<file path="src/rtl/bwt_pkg.sv">
// Types and constants shared by the BWT rotation feeder and the merge-sort stage.
package bwt_pkg;

    localparam int BYTE_W    = 8;
    localparam int ROW_BYTES = 3;

    typedef enum logic [1:0] {
        IDLE,
        LOAD,
        EMIT,
        DONE
    } bwt_state_e;

    typedef logic [ROW_BYTES-1:0][BYTE_W-1:0] row_t;

endpackage

</file>
<file path="src/rtl/bwt_byte_rotbuf.sv">
// COLUMN-byte block buffer with indexed byte load and rotate-left-by-one.
module bwt_byte_rotbuf
    import bwt_pkg::*;
#(
    parameter int COLUMN = 3,
    parameter int IDX_W  = $clog2(COLUMN)
) (
    input  logic                         clk,
    input  logic                         rst,
    input  logic                         ld_en_i,
    input  logic [IDX_W-1:0]             ld_idx_i,
    input  logic [BYTE_W-1:0]            ld_byte_i,
    input  logic                         rot_en_i,
    output logic [COLUMN-1:0][BYTE_W-1:0] data_o
);

    logic [COLUMN-1:0][BYTE_W-1:0] buf_q;
    logic [COLUMN-1:0][BYTE_W-1:0] buf_d;

    always_comb begin
        buf_d = buf_q;
        // New byte k takes old byte k+1; byte 0 wraps to the top.
        if (rot_en_i) begin
            buf_d = {buf_q[0], buf_q[COLUMN-1:1]};
        end else if (ld_en_i) begin
            buf_d[ld_idx_i] = ld_byte_i;
        end
    end

    always_ff @(posedge clk) begin
        if (rst) begin
            buf_q <= '0;
        end else begin
            buf_q <= buf_d;
        end
    end

    assign data_o = buf_q;

endmodule

</file>
<file path="src/rtl/bwt_rotation_gen.sv">
// Loads one COLUMN-byte block and emits all cyclic rotations to the sort FIFOs.
// Define BWT_ROTGEN_SPLIT_EN to alternate rows between FIFO 0 and FIFO 1.
module bwt_rotation_gen
    import bwt_pkg::*;
#(
    parameter int COLUMN = 3,
    parameter int IDX_W  = $clog2(COLUMN)
) (
    input  logic                          clk,
    input  logic                          rst,
    input  logic                          start,
    input  logic [BYTE_W-1:0]             in_byte,
    input  logic                          in_valid,
    output logic                          in_ready,
    input  logic [1:0]                    fifo_full,
    output logic [COLUMN-1:0][BYTE_W-1:0] rot_row,
    output logic [IDX_W-1:0]              rot_idx,
    output logic [1:0]                    wr_fifo,
    output logic                          busy,
    output logic                          done
);

    localparam logic [IDX_W-1:0] LAST = IDX_W'(COLUMN - 1);

    bwt_state_e state_q, state_d;
    logic [IDX_W-1:0] cnt_q, cnt_d;
    logic [IDX_W-1:0] rot_q, rot_d;
    logic [IDX_W-1:0] idx_q, idx_d;
    logic [COLUMN-1:0][BYTE_W-1:0] row_q, row_d;
    logic [1:0] wr_q, wr_d;
    logic done_q, done_d;

    logic ld_en;
    logic rot_en;
    logic tgt;
    logic [COLUMN-1:0][BYTE_W-1:0] buf_data;

`ifdef BWT_ROTGEN_SPLIT_EN
    assign tgt = rot_q[0];
`else
    logic unused_full1;
    assign tgt          = 1'b0;
    assign unused_full1 = fifo_full[1];
`endif

    bwt_byte_rotbuf #(
        .COLUMN(COLUMN),
        .IDX_W (IDX_W)
    ) u_rotbuf (
        .clk      (clk),
        .rst      (rst),
        .ld_en_i  (ld_en),
        .ld_idx_i (cnt_q),
        .ld_byte_i(in_byte),
        .rot_en_i (rot_en),
        .data_o   (buf_data)
    );

    always_comb begin
        state_d = state_q;
        cnt_d   = cnt_q;
        rot_d   = rot_q;
        idx_d   = idx_q;
        row_d   = row_q;
        wr_d    = 2'b00;
        done_d  = 1'b0;
        ld_en   = 1'b0;
        rot_en  = 1'b0;
        unique case (state_q)
            IDLE: begin
                if (start) begin
                    state_d = LOAD;
                    cnt_d   = '0;
                end
            end
            LOAD: begin
                if (in_valid) begin
                    ld_en = 1'b1;
                    if (cnt_q == LAST) begin
                        state_d = EMIT;
                        cnt_d   = '0;
                        rot_d   = '0;
                    end else begin
                        cnt_d = cnt_q + 1'b1;
                    end
                end
            end
            EMIT: begin
                // The buffer only advances on a write, so a stall holds the row.
                if (!fifo_full[tgt]) begin
                    row_d     = buf_data;
                    idx_d     = rot_q;
                    wr_d[tgt] = 1'b1;
                    rot_en    = 1'b1;
                    if (rot_q == LAST) begin
                        state_d = DONE;
                        rot_d   = '0;
                    end else begin
                        rot_d = rot_q + 1'b1;
                    end
                end
            end
            DONE: begin
                done_d  = 1'b1;
                state_d = IDLE;
            end
            default: state_d = IDLE;
        endcase
    end

    always_ff @(posedge clk) begin
        if (rst) begin
            state_q <= IDLE;
            cnt_q   <= '0;
            rot_q   <= '0;
            idx_q   <= '0;
            row_q   <= '0;
            wr_q    <= 2'b00;
            done_q  <= 1'b0;
        end else begin
            state_q <= state_d;
            cnt_q   <= cnt_d;
            rot_q   <= rot_d;
            idx_q   <= idx_d;
            row_q   <= row_d;
            wr_q    <= wr_d;
            done_q  <= done_d;
        end
    end

    assign rot_row  = row_q;
    assign rot_idx  = idx_q;
    assign wr_fifo  = wr_q;
    assign done     = done_q;
    assign busy     = (state_q != IDLE);
    assign in_ready = (state_q == LOAD);

endmodule

</file>
<file path="config.mk">
export PLATFORM = sky130hd
export DESIGN_NAME = bwt_rotation_gen
export DESIGN_NICKNAME = d
export VERILOG_FILES = /design/src/rtl/bwt_pkg.sv /design/src/rtl/bwt_byte_rotbuf.sv /design/src/rtl/bwt_rotation_gen.sv
export SDC_FILE = /design/constraint.sdc
export NUM_CORES = 1
export LEC_CHECK = 0
export ABC_AREA = 1
export CORE_MARGIN = 2
export CORE_UTILIZATION = 45
export DETAILED_ROUTE_END_ITERATION = 6
export GPL_TIMING_DRIVEN = 0
export PLACE_DENSITY = 0.74
export SLEW_MARGIN = 5
export SYNTH_ARGS = -nofsm -noshare
export SYNTH_HDL_FRONTEND = slang
export SYNTH_SLANG_ARGS = --single-unit
export TNS_END_PERCENT = 10
</file>
<file path="constraint.sdc">
create_clock -name clk -period 1.5 [get_ports clk]
set_clock_uncertainty 0.2 [all_clocks]
set_input_delay 0.3 -clock clk [delete_from_list [all_inputs] [get_ports clk]]
set_output_delay 0.3 -clock clk [all_outputs]
set_load 0.02 [all_outputs]
</file>
==> results of run 1 <==
[worst min path at each step]
| stage | start | endpoint | slack, ps |
|---|---|---|---|
| final | rst | rot_row[3] | 100 |
| after global routing | rst | rot_row[3] | 150 |
| after floorplan | u_rotbuf.data_o[10] | u_rotbuf.data_o[10] | 240 |
| after global placement | u_rotbuf.data_o[10] | u_rotbuf.data_o[10] | 250 |
| after detailed placement | u_rotbuf.data_o[9] | u_rotbuf.data_o[9] | 250 |
| after CTS | rst | rot_row[5] | 110 |
[logic make-up after synthesis]
kind of cell,synth area share [%]
AND/OR/NAND/NOR,32.8
AO/OA/AOI/OAI,10.6
flip-flops,46.2
buffers and inverters,8.27
adder cells (fa/ha/maj),1.99
other,0.149
[repair_timing]
action | CTS | global route
setup buffers | 1 | 9
gates resized for setup | 68 | 54
pin swaps | 2 | 21
gates cloned | 0 | 2
setup endpoints to repair | 83 | 80
[power by group]
part           internal [mW]  switching (mW)
combinational           1.03            1.43
clock                  0.620           0.607
sequential              1.81           0.194
[placed cells by master (no fill, tap or decap), types with 2 or more instances in the layout]
| master | instances |
|---|---|
| inv_4 | 2 |
| nand3_1 | 26 |
| buf_12 | 3 |
| a21oi_1 | 30 |
| nor2_2 | 7 |
| clkbuf_16 | 2 |
| clkbuf_1 | 5 |
| clkdlybuf4s50_1 | 11 |
| nand2_1 | 93 |
| ha_4 | 2 |
| nand2_2 | 9 |
| o21ai_0 | 2 |
| o21ai_4 | 3 |
| buf_2 | 3 |
| clkbuf_8 | 10 |
| buf_4 | 12 |
| nor2_1 | 43 |
| clkdlybuf4s15_1 | 7 |
| nand3_2 | 6 |
| a21oi_2 | 6 |
| dfxtp_1 | 56 |
| clkbuf_2 | 18 |
| clkinv_2 | 2 |
| dlygate4sd2_1 | 2 |
| inv_2 | 3 |
| nand2_4 | 7 |
| o21ai_2 | 2 |
| inv_1 | 13 |
| buf_6 | 5 |
| dfxtp_4 | 2 |
| o21ai_1 | 2 |
[worst register-to-register path, cell delays in order (launching register included)]
cell and delay, ps:
dfxtp_4 380, inv_4 50, ha_4 180, nand2_8 110, inv_6 50, buf_12 130
nor2_4 230, nand2_2 90, a21oi_2 140
[layer usage]
metal	vias up	share of wire, %
li1	1203	-
met1	1110	45
met2	75	47
met3	13	6.8
met4	0	1.6
met5	-	0
[final cells by class]
| type | instances | area (um^2) | share of cell area (%) |
|---|---|---|---|
| Tap cell | 72 | 90.1 | 2.66 |
| Inverter | 19 | 81.3 | 2.41 |
| Timing Repair Buffer | 53 | 459 | 13.6 |
| Multi-Input combinational cell | 244 | 1290 | 38.1 |
| Buffer | 16 | 134 | 3.96 |
| Clock buffer | 11 | 141 | 4.18 |
| Clock inverter | 3 | 17.5 | 0.518 |
| Sequential cell | 58 | 1170 | 34.6 |
[sequential cells by signal, summed over array words and instances (netlist names)]
register	cells
wr_fifo	1
rot_idx	2
rot_row	24
u_rotbuf.data_o	24
state_q	2
done	1
cnt_q	2
rot_q	2
[through the flow]
stage,utilization (%),cell area (um^2),cells,setup TNS (ps)
final,62.2,3380,476,-1990
after global routing,62.2,3380,476,-4260
after CTS,60.0,3260,466,-5920
after detailed placement,56.7,3090,451,-16810
after global placement,56.7,3090,451,-16200
after floorplan,-,2580,338,-983
==> metrics.cfg, run 1 <==
[status]
status=finished with violations
failed_checks=negative setup slack

[detailed_routing]
ant_nets=0
drt_iter0_markers=137
detail_route.wl_per_cell_um=13.5
finalWirelength_um=6410
drt_pre_antenna_iters=4
viasPerCell=5.04
vias=2401
drc=0

[global_route]
use_met2_pct=32.5
met3_usage_pct=5.80
gr-total-overflow=0
antenna_found_initial=0
grt_pass1_vias=2162
groute.layer.met1.usage_pct=28.0
grt_max_degree=11
grt.busiest_layer=met2
grt_pass1_wl_um=10100
grt_usage_pct=21.2

[yosys]
seq_area_frac_synth_pct=46.2
synth_seq_cells=58
ys_top_cells_by_area=dfxtp_1, nand2_1, a21oi_1
synthCells=338
syn_nets=356
synth_edf_count=0
yosys_warnings=0
synth_area_per_cell_um2=7.43
synth_ff_type=dfxtp_1
synth_area_um2=2510
yosysMostFrequentCell=nand2_1
async_flop_share_pct=0
synth_commonest_cells=nand2_1, dfxtp_1, nor2_1
synth_top_cell_by_area=dfxtp_1
synth_top_area_share_pct=46.2
ys_types=24

[cells_and_area]
layout.nets=419
final.fill_count=480
area_growth_pct=34.6
diodes=0
drive_gt1_share_pct=27.5

[timing]
slew_headroom_pct=61.9
rsz0062_at_grt=yes
setup_viol=32
fin_worst_hold_slack_ps=105
post-route-worst-setup-slack_ps=-119
finalMaxSlewViolations=0
tightest_slew_ps=572
fmaxAchievable_ghz=0.618
final-hold-violation-count=0
fin_crit_sh_pct=108
period_needed_ps=1620

[critical_path]
critical_path.top_delay_family=flip-flops
slowest_stage=dfxtp_4
crit_path_max_fanout=3
path_cells=inv_4 > ha_2 > inv_2 > buf_6
setup.reg_to_reg.worst_slack_ps=-120
r2r_end=u_rotbuf.data_o[8]
startpoint_type=flip-flop
crit_type=flip-flop to output port
cpPeakStageDelay_ps=360
ff2ff_path_depth=8
critPathLaunch=state_q[0]
worstSetupEndpoint=busy
arrival_ps=1120
end_kind=output port
reg2reg_from=state_q[0]
cp_num_buf_inv=3
cp.depth=4
required_ps=1000

[floorplanning]
ios=45
std_cell_rows=27
die_area_um2=6200
die_h_um=78.7
coreArea_um2=5440
start_util_pct=46.2
die_w_um=78.7

[min_path]
min_path_type=input port to flip-flop
worstHoldPathCells=2

[placed_design]
dpl.hpwl_um=4170
gp_congestion=0.858
io_buffers=41
dp_slack_ps=-443

[clock_network]
cts.clk_slew.worst_paths_ps=70
insertion_delay_ps=340
cts.sinks=58
cts-buffers-inserted=9
cts_tree=done
clock_path_buffers=2
hold_buffers=0
clockRootBuffer=clkbuf_8
htree_levels=3

[power_and_ir_drop]
peakVddDrop_v=0.00109
pwr_density_cell_nw_per_um2=1680
leakage_nw=1.47
p_total_mw=5.68

[run]
cap_violations=0

Note: power is estimated with default switching activity, not from simulation.
==> run 2, diff against run 1 <==
--- a/config.mk
+++ b/config.mk
@@ -9,6 +9,7 @@
 export CORE_MARGIN = 2
 export CORE_UTILIZATION = 45
 export DETAILED_ROUTE_END_ITERATION = 6
+export GPL_ROUTABILITY_DRIVEN = 0
 export GPL_TIMING_DRIVEN = 0
 export PLACE_DENSITY = 0.74
 export SLEW_MARGIN = 5
==> results of run 2 <==
Same layout as run 1: the final DEF is identical, and so are final timing and power.
==> run 3, diff against run 2 <==
--- a/config.mk
+++ b/config.mk
@@ -5,15 +5,15 @@
 export SDC_FILE = /design/constraint.sdc
 export NUM_CORES = 1
 export LEC_CHECK = 0
-export ABC_AREA = 1
+export ABC_AREA = 0
 export CORE_MARGIN = 2
 export CORE_UTILIZATION = 45
 export DETAILED_ROUTE_END_ITERATION = 6
 export GPL_ROUTABILITY_DRIVEN = 0
 export GPL_TIMING_DRIVEN = 0
-export PLACE_DENSITY = 0.74
+export PLACE_DENSITY = 0.75
 export SLEW_MARGIN = 5
 export SYNTH_ARGS = -nofsm -noshare
 export SYNTH_HDL_FRONTEND = slang
 export SYNTH_SLANG_ARGS = --single-unit
-export TNS_END_PERCENT = 10
+export TNS_END_PERCENT = 5
==> run 3 against run 2 <==
  * The flow still finishes with violations (negative setup slack)
  * Area after synthesis decreased by 9.4%
  * Core utilization increased by 4.8 points
  * Critical path depth up 3
  * Register-to-register slack worse by 130 ps
  * Combinational power decreased by 38%
  * Clock power barely moved
  * Total power is 19% lower
  * Final cell count is 16% lower
  * Sequential power is 7% lower
  * Hold slack better by 150 ps
  * Sequential share of layout area increased by 1.9 points
  * Critical path type is now flip-flop to flip-flop
  * Highest routed layer unchanged
==> metrics.cfg, run 3 <==
[critical_path]
startpoint_type=flip-flop
ff2ff_path_depth=7
crit_type=flip-flop to flip-flop
required_ps=1540
end_kind=flip-flop
reg2reg_from=state_q[1]
arrival_ps=1800
crit_path_max_fanout=6
r2r_end=u_rotbuf.data_o[3]
setup.reg_to_reg.worst_slack_ps=-250

[yosys]
async_flop_share_pct=0
synthCells=264
synth_commonest_cells=nand2_1, dfxtp_1, a21oi_1
synth_ff_type=dfxtp_1
synth_top_cell_by_area=dfxtp_1
yosys_warnings=0
synth_area_um2=2280
syn_nets=282
synth_seq_cells=58
seq_area_frac_synth_pct=51.0
ys_types=37
synth_edf_count=0
ys_top_cells_by_area=dfxtp_1, nand2_1, a21oi_1
yosysMostFrequentCell=nand2_1
synth_top_area_share_pct=51.0
synth_area_per_cell_um2=8.63

[power_and_ir_drop]
p_total_mw=4.62
pwr_density_cell_nw_per_um2=1440
peakVddDrop_v=0.000927
leakage_nw=1.19

[placed_design]
dp_slack_ps=-650
dpl.hpwl_um=3730
io_buffers=42
place_area_um2=2820
dp_cells=373

[min_path]
worstHoldPathCells=2
min_path_type=flip-flop to flip-flop
hold_start=rot_q[1]
hold_end=rot_idx[1]

[timing]
fmaxAchievable_ghz=0.571
slew_headroom_pct=59.5
rsz0062_at_grt=yes
finalMaxSlewViolations=0
final-hold-violation-count=0
setup_viol=42
tightest_slew_ps=607
post-route-worst-setup-slack_ps=-252
period_needed_ps=1750
fin_setup_tns_ps=-5580
fin_worst_hold_slack_ps=252
fin_crit_sh_pct=117

[cells_and_area]
drive_gt1_share_pct=30.7
layout.nets=348
diodes=0
fin_cells=402
area_growth_pct=40.7
layout_common_cells=nand2_1, dfxtp_1, a21oi_1
final.fill_count=413
utilization_pct=67.0
finalInstanceArea_um2=3200
layout_commonest_cell=nand2_1

[floorplanning]
die_w_um=75.1
coreArea_um2=4790
die_h_um=75.1
die_area_um2=5650
start_util_pct=47.6
ios=45
std_cell_rows=25

[status]
status=finished with violations
failed_checks=negative setup slack

[global_route]
grt_pass1_wl_um=9220
grt_pass1_vias=1914
grt_usage_pct=22.5
antenna_found_initial=0
gr-total-overflow=0
grt_max_degree=11

[detailed_routing]
ant_nets=0
drt_pre_antenna_iters=4
drt_iter0_markers=197
viasPerCell=5.30
vias=2130
drc=0
finalWirelength_um=5910
detail_route.wl_per_cell_um=14.7

[clock_network]
clock_path_buffers=2
cts.sinks=58
cts_tree=done
htree_levels=3
hold_buffers=0
cts-buffers-inserted=9
cts.clk_slew.worst_paths_ps=60
insertion_delay_ps=340
clockRootBuffer=clkbuf_8

[run]
cap_violations=0

## run 3: metal layers
metal	vias to the layer above	track usage, %	wire (um)
met5	-	0	0
met4	0	11.5	210
met1	976	29.0	2580
met3	19	4.42	396
li1	1047	-	-
met2	88	35.8	2720
## run 3: cell families after synthesis
group,Yosys count,share of synthesized area [%]
fa+ha+maj,4,2.20
compound gates,66,20.9
buf+inv,22,4.73
other cells,1,0.165
simple gates,113,21.0
flops,58,51.0
## run 3: power by group
group          switching [mW]  internal [mW]
clock                   0.590          0.644
combinational           0.809          0.707
sequential              0.143           1.72
total                    1.54           3.08
## run 3: worst max-delay path, cell delays in order (launching register included)
cell and delay (ps):
dfxtp_4 360, inv_4 70, ha_4 170, nand2_4 80, o31ai_4 330, buf_6 180
nor2_2 40, a311oi_2 230
## run 3: timing repair
item,CTS,global route
pin swaps,13,12
endpoints found under the setup margin,87,81
gates resized for setup,87,66
buffers inserted,8,2
cloned,2,1
## run 3: worst max-delay path by stage
stage / from / end / slack [ps]
floorplan: state_q[0] / u_rotbuf.data_o[22] / -180
global placement: in_valid / u_rotbuf.data_o[6] / -630
detailed placement: rst / rot_row[3] / -650
CTS: state_q[1] / u_rotbuf.data_o[16] / -230
global route: state_q[1] / u_rotbuf.data_o[3] / -310
finish: state_q[1] / u_rotbuf.data_o[3] / -250
## run 3: layout make-up
| type | instances | area [um^2] | share of cell area, % |
|---|---|---|---|
| Buffer | 17 | 164 | 5.12 |
| Clock buffer | 14 | 153 | 4.76 |
| Inverter | 5 | 23.8 | 0.742 |
| Clock inverter | 2 | 12.5 | 0.390 |
| Tap cell | 67 | 83.8 | 2.62 |
| Sequential cell | 58 | 1170 | 36.5 |
| Multi-Input combinational cell | 184 | 1150 | 35.8 |
| Timing Repair Buffer | 55 | 450 | 14.1 |
